===== src/rtl/key_debounce.sv =====
// Debounced mechanical key: 2-flop synchronizer, one-hot filter FSM, press/release pulses.
// Optional long-press detector is built when the LONG_PRESS_EN macro is defined.
module key_debounce #(
    parameter int unsigned CNT_MAX  = 1000000,
    parameter int unsigned LONG_MAX = 100000000
) (
    input  logic clk,
    input  logic rst_n,
    input  logic key_n,
    output logic key_level,
    output logic key_press,
    output logic key_release,
    output logic key_long
);

    function automatic int unsigned f_clog2(input int unsigned value);
        int unsigned width;
        int unsigned rem;
        width = 0;
        rem   = value - 1;
        while (rem > 0) begin
            width = width + 1;
            rem   = rem >> 1;
        end
        return (width == 0) ? 1 : width;
    endfunction

    localparam int unsigned      CNT_W   = f_clog2(CNT_MAX + 1);
    localparam logic [CNT_W-1:0] CNT_TOP = CNT_W'(CNT_MAX);

    typedef enum logic [3:0] {
        IDLE         = 4'b0001,
        PRESS_FILT   = 4'b0010,
        HELD         = 4'b0100,
        RELEASE_FILT = 4'b1000
    } state_e;

    state_e           r_state;
    state_e           w_state_nxt;
    logic [CNT_W-1:0] r_cnt;
    logic [CNT_W-1:0] w_cnt_nxt;
    logic             r_sync1;
    logic             r_sync2;
    logic             w_key_s;
    logic             w_level_nxt;
    logic             w_press_nxt;
    logic             w_release_nxt;

    assign w_key_s = r_sync2;

    // Synchronizer resets to the released level so reset never looks like a press.
    always_ff @(posedge clk or negedge rst_n) begin
        if (!rst_n) begin
            r_sync1 <= 1'b1;
            r_sync2 <= 1'b1;
        end else begin
            // NOTE: non-blocking assignments keep the two flops a true pipeline.
            r_sync1 <= key_n;
            r_sync2 <= r_sync1;
        end
    end

    always_ff @(posedge clk or negedge rst_n) begin
        if (!rst_n) begin
            r_state     <= IDLE;
            r_cnt       <= '0;
            key_level   <= 1'b0;
            key_press   <= 1'b0;
            key_release <= 1'b0;
        end else begin
            r_state     <= w_state_nxt;
            r_cnt       <= w_cnt_nxt;
            key_level   <= w_level_nxt;
            key_press   <= w_press_nxt;
            key_release <= w_release_nxt;
        end
    end

    always_comb begin
        // NOTE: every output gets a default first so no path infers a latch.
        w_state_nxt   = r_state;
        w_cnt_nxt     = r_cnt;
        w_level_nxt   = key_level;
        w_press_nxt   = 1'b0;
        w_release_nxt = 1'b0;
        case (r_state)
            IDLE: begin
                w_cnt_nxt = '0;
                if (!w_key_s) begin
                    w_state_nxt = PRESS_FILT;
                    w_cnt_nxt   = CNT_W'(1);
                end
            end
            PRESS_FILT: begin
                if (w_key_s) begin
                    w_state_nxt = IDLE;
                    w_cnt_nxt   = '0;
                end else if (r_cnt == CNT_TOP) begin
                    w_state_nxt = HELD;
                    w_cnt_nxt   = '0;
                    w_level_nxt = 1'b1;
                    w_press_nxt = 1'b1;
                end else begin
                    w_cnt_nxt = r_cnt + 1'b1;
                end
            end
            HELD: begin
                if (w_key_s) begin
                    w_state_nxt = RELEASE_FILT;
                    w_cnt_nxt   = CNT_W'(1);
                end
            end
            RELEASE_FILT: begin
                if (!w_key_s) begin
                    w_state_nxt = HELD;
                    w_cnt_nxt   = '0;
                end else if (r_cnt == CNT_TOP) begin
                    w_state_nxt   = IDLE;
                    w_cnt_nxt     = '0;
                    w_level_nxt   = 1'b0;
                    w_release_nxt = 1'b1;
                end else begin
                    w_cnt_nxt = r_cnt + 1'b1;
                end
            end
            default: begin
                w_state_nxt = IDLE;
                w_cnt_nxt   = '0;
                w_level_nxt = 1'b0;
            end
        endcase
    end

`ifdef LONG_PRESS_EN
    localparam int unsigned       LONG_W   = f_clog2(LONG_MAX + 1);
    localparam logic [LONG_W-1:0] LONG_TOP = LONG_W'(LONG_MAX);

    logic [LONG_W-1:0] r_long_cnt;
    logic              w_long_run;

    // Leaving for IDLE clears the counter, so a release edge can never also carry key_long.
    assign w_long_run = ((r_state == HELD) || (r_state == RELEASE_FILT)) && (w_state_nxt != IDLE);

    always_ff @(posedge clk or negedge rst_n) begin
        if (!rst_n) begin
            r_long_cnt <= '0;
            key_long   <= 1'b0;
        end else begin
            key_long <= 1'b0;
            if (!w_long_run) begin
                r_long_cnt <= '0;
            end else if (r_long_cnt != LONG_TOP) begin
                r_long_cnt <= r_long_cnt + 1'b1;
                key_long   <= (r_long_cnt == LONG_TOP - 1'b1);
            end
        end
    end
`else
    assign key_long = 1'b0;
`endif

endmodule


===== config.mk =====
export PLATFORM = sky130hd
export DESIGN_NAME = key_debounce
export DESIGN_NICKNAME = d
export VERILOG_FILES = /design/src/rtl/key_debounce.sv
export SDC_FILE = /design/constraint.sdc
export NUM_CORES = 1
export LEC_CHECK = 0
export ABC_CLOCK_PERIOD_IN_PS = 3200
export CAP_MARGIN = 20
export CORE_UTILIZATION = 50
export CTS_CLUSTER_DIAMETER = 150
export DETAILED_ROUTE_END_ITERATION = 12
export HOLD_SLACK_MARGIN = 0.05
export PLACE_DENSITY = 0.68
export SYNTH_ARGS = -nofsm -noshare
export SYNTH_HDL_FRONTEND = slang
export SYNTH_SLANG_ARGS = --single-unit

===== constraint.sdc =====
create_clock -name clk -period 3.2 [get_ports clk]
set_input_delay 0.64 -clock clk [delete_from_list [all_inputs] [get_ports clk]]
set_output_delay 0.64 -clock clk [all_outputs]
set_load 0.01 [all_outputs]

[After elaboration in Yosys (flattened, before gate mapping)]
Cells that the tools add are included.
Storage, ports and cells
  flip-flop bits (word level): 29
  bits in latches: 0
  RAM bits: 0
  bits in read-only memories: 0
  output and inout bits: 4
  word-level logic and storage cells: 48
  memories: 0
Cells by class
  $add $sub $neg: 1
  multiply operators: 0
  divide/modulo/power cells: 0
  order comparisons: 0
  eq/ne operators: 13
  shifts and indexed selects: 0
  mux-type cells: 23
  bitwise operators: 1
  reductions and logical operators: 3
Operators by type and width (number)
  2-to-1 mux 20 bit: 4
  one-hot mux 20 bit (4 select lines): 1
  2-to-1 mux 4 bit: 6
  adder 20 x 1 -> 20 bit, second input constant: 1
  equality test 20 bit, second input constant: 1
  one-hot mux 4 bit (4 select lines): 1
  inequality test 2 bit, second input constant: 6
  2-to-1 mux 1 bit: 10
  inequality test 3 bit, second input constant: 2
  AND reduction 5 bit: 1
  equality test 4 x 1 -> 1 bit, second input constant: 1
  equality test 4 x 2 -> 1 bit, second input constant: 1
  equality test 4 x 3 -> 1 bit, second input constant: 1
  equality test 4 bit, second input constant: 1
  AND reduction 4 bit: 1
  one-hot mux 1 bit (3 select lines): 1
  OR reduction 2 bit: 1
  inverter 1 bit: 1

[Depth between registers and ports, before layout]
  depth in word-level cells: 4
  gate-level depth with buffers: 9

[Least setup slack after synthesis]
Ideal clock, no wire load.
  path kind: flip-flop to flip-flop
  from: register r_cnt[4]
  to: register r_cnt[5]
  library setup time: 0.124 ns
  arrival time: 2.121 ns
  setup slack: 0.955 ns
  stages on the path, launching flop included: 7
  path through: dfrtp_1 or4_1 or4_4 o21a_1 buf_6 and3_1 a211o_1
Between the ends
  longest elaborated chain between the ends: 4
  elaborated cells on any way between the ends: 6
  those cells by class: add/sub: 1; eq/ne: 1; mux: 4
Ends and longest elaborated chain
  start, declared: line 40  | logic [CNT_W-1:0] r_cnt;
  start signal, assigned: line 72  | r_cnt <= w_cnt_nxt;
  adder 20 x 1 -> 20 bit / equality test 20 bit (equally long branches)
  2-to-1 mux 20 bit *: line 98, 117
  2-to-1 mux 20 bit (on tied branches): line 114, 95
  one-hot mux 20 bit (4 select lines) *: line 86  | case (r_state)
Every way passes the cells marked *; elsewhere a longest branch is shown, timed or not.
A chain may end at the register's enable or synchronous reset.

[Worst setup path after layout]
  from: register r_cnt[4]
  to: register r_cnt[6]
Same word-level chain as after synthesis.

==> impl_metrics.py <==
metrics = {
    "setup_path": {
        "crit_fanout": 20,
        "start_kind": "flop",
        "crit_path_cell_trace": "or4_1 -> or4_4 -> o21a_1 -> and3_2 -> a211o_1",
        "r2r_slack_ps": 570,
        "cp.buffers_inverters": 0,
        "cp.required_ps": 3410,
        "cpLargestDelayFamily": "simple AND/OR/NAND/NOR gates",
        "max_stage_delay_ps": 530,
        "arrival_ps": 2840,
        "critical_path_class": "reg2reg",
        "critical_path.slowest_cell": "or4_1",
        "cp-end-kind": "flop",
    },
    "clock_network": {
        "cts.sinks": 29,
        "clock-root-buffer": "clkbuf_4",
        "numCtsBuffers": 5,
        "cts_hold_buffers": 0,
        "path_clk_slew_ps": 80,
        "ctsHtreeMaxLevel": 2,
        "cts_tree": "built",
        "clk-insertion-delay-late_ps": 320,
        "cts_resized": 0,
        "cts_max_path_buffers": 2,
        "cts_setup_buffers": 0,
    },
    "pwr": {
        "clkPwrFrac_pct": 33.0,
        "power_switching_uw": 171.4,
        "total_power_uw": 681.7,
        "intPower_uw": 510.4,
        "power.leakage_nw": 0.7010,
        "power.density_nw_per_um2": 380.5,
        "combPwrFrac_pct": 8.3,
        "switching_share_pct": 25.14,
        "p_seq_share_pct": 58.7,
        "max-vdd-ir-drop_uv": 232.0,
    },
    "placed_design": {
        "gp_congestion": 0.8203,
        "hpwl_um": 2421,
        "io_buffers": 5,
        "place_ws_ps": 592.2,
    },
    "finish": {
        "final_cell_mix": "dfrtp_1 (26), nor2_1 (15), nand3_1 (13)",
        "n_fill_cell": 292,
        "area_growth_pct": 7.750,
        "fin_nets": 193,
        "layout_commonest_cell": "dfrtp_1",
        "drive_gt1_share_pct": 10.05,
        "antenna_cells": 0,
        "multi_input_area_sq_um": 857.1,
        "seqCellArea_sq_um": 729.5,
    },
    "synthesis": {
        "yosysSeqAreaShare_pct": 43.87,
        "synth-seq-cells": 29,
        "async_flop_share_pct": 100.0,
        "ys_types": 48,
        "synth_edf_count": 0,
        "ys_warn_count": 0,
        "synth_nets": 189,
        "ys.flop_type": "dfrtp_1",
        "netlist_area_sq_um": 1663,
        "syn_avg_cell_area_sq_um": 9.037,
        "synth_cells": 184,
    },
    "detailed_routing": {
        "routed_wl_um": 3420,
        "first_pass_iters": 4,
        "post-route-drc-count": 0,
        "final_antenna_net_count": 0,
        "via_per_inst": 6.159,
        "drt_iter0_markers": 80,
        "vias": 1435,
        "wl_per_cell_um": 14.68,
    },
    "run": {
        "cap_viol_max_count": 0,
    },
    "floorplan": {
        "placementRows": 20,
        "die_area_sq_um": 3561,
        "die_y_um": 59.67,
        "die_w_um": 59.67,
        "pin_count": 7,
        "start_util_pct": 53.59,
        "core-area_sq_um": 3103,
    },
    "timing": {
        "fin_crit_ps": 2632,
        "hold_viol_final": 0,
        "rsz0062_at_grt": "no",
        "tns_ps": 0,
        "layout_setup_ws_ps": 567.9,
        "setup_viol": 0,
        "min_period_over_period_pct": 82.25,
        "slew_violations": 0,
        "clock.fmax_mhz": 379.9,
        "relSlewSlack_pct": 58.10,
        "worst_slew_pin_slew_ps": 628.5,
        "clock_skew_ps": 8.671,
    },
    "grt": {
        "antenna_found_initial": 0,
        "grt.overflow.total": 0,
        "grt_pass1_wl_um": 5927,
        "grtUsageTotal_pct": 22.63,
        "grt_max_degree": 30,
        "grt_pass1_vias": 1259,
    },
    "min_path": {
        "hold_path.class": "reg2reg",
    },
    "outcome": {
        "outcome": "completed",
    },
}
[area by class of cell]
cell class	count	share of cell area [%]
inverters	7	1.466
repair buffers	7	3.631
clock buffers	8	3.282
flip-flops and latches	29	40.71
well taps	44	3.073
multi-input cells	138	47.84
[state kept, by name, summed over array words and instances (netlist names)]
register	cells
r_sync2	1
key_press	1
r_cnt	20
key_level	1
r_sync1	1
r_state	4
key_release	1
[power by group through the flow]
stage               logic (mW)  clock network [mW]  registers [mW]
detailed placement      0.0576                   0           0.407
global placement        0.0561                   0           0.406
global route            0.0652               0.253           0.403
floorplan               0.0549                   0           0.391
finish                  0.0568               0.225           0.400
CTS                     0.0577               0.233           0.399
[Yosys cell counts, types with 2 or more instances]
library cell	count	share of area, %
ha_1	2	1.5
or4_1	3	1.4
and3_1	5	1.9
nor2b_1	2	0.75
o21ai_0	9	2.7
nand4_1	5	1.9
clkbuf_1	7	1.6
or3_1	4	1.5
nor4_1	8	3.0
a21oi_1	9	2.7
nand2b_1	4	1.5
nor2_1	15	3.4
nor3_1	7	2.1
o31ai_1	2	0.90
nand3_1	13	3.9
buf_6	2	1.4
inv_1	7	1.6
xnor2_1	5	2.6
and3_2	2	0.90
a211o_1	2	1.1
dfrtp_1	26	39
a31oi_1	6	2.3
dfstp_2	3	4.7
nand2_1	8	1.8
a22o_1	2	1.1
or2b_1	4	1.8
[per-stage QoR]
| step | area [sq um] | hold slack, ps | util (%) | cells |
|---|---|---|---|---|
| floorplan | 1663 | 344.4 | - | 184 |
| global placement | 1733 | 347.2 | 55.85 | 225 |
| detailed placement | 1733 | 347.2 | 55.85 | 225 |
| CTS | 1792 | 364.3 | 57.74 | 233 |
| global route | 1792 | 373.0 | 57.74 | 233 |
| finish | 1792 | 362.6 | 57.74 | 233 |
[layer usage]
layer  GRT usage (%)  share of wire, %
met1           32.31                48
met2           33.02                45
met3           5.844               5.8
met4           8.306               1.1
met5               0                 0
[worst register-to-register path: cells and delay by family (launching register included)]
kind / cells / cell delay [ps]
AND/OR/NAND/NOR: 3 / 1360
AO/OA/AOI/OAI: 2 / 690
flip-flops: 1 / 460
[logic make-up after synthesis]
kind of cell	Yosys count	share of synthesized area, %
buf+inv	17	4.967
compound gates	41	16.18
fa+ha+maj	2	1.505
xor+xnor	6	3.160
flops	29	43.87
simple gates	88	30.10
other cells	1	0.2255
[final timing paths]
kind,from,end,depth (start not counted)
max,r_cnt[4]$_DFFE_PN0N_,r_cnt[6]$_DFFE_PN0N_,5
min,r_sync1$_DFF_PN1_,r_sync2$_DFF_PN1_,0
max reg2reg,r_cnt[4]$_DFFE_PN0N_,r_cnt[6]$_DFFE_PN0N_,5
min reg2reg,r_sync1$_DFF_PN1_,r_sync2$_DFF_PN1_,0
max in group asynchronous,rst_n,r_sync1$_DFF_PN1_,2
min in group asynchronous,rst_n,r_state[3]$_DFFE_PN0P_,2
No activity file was read; power rests on OpenSTA's default activity.
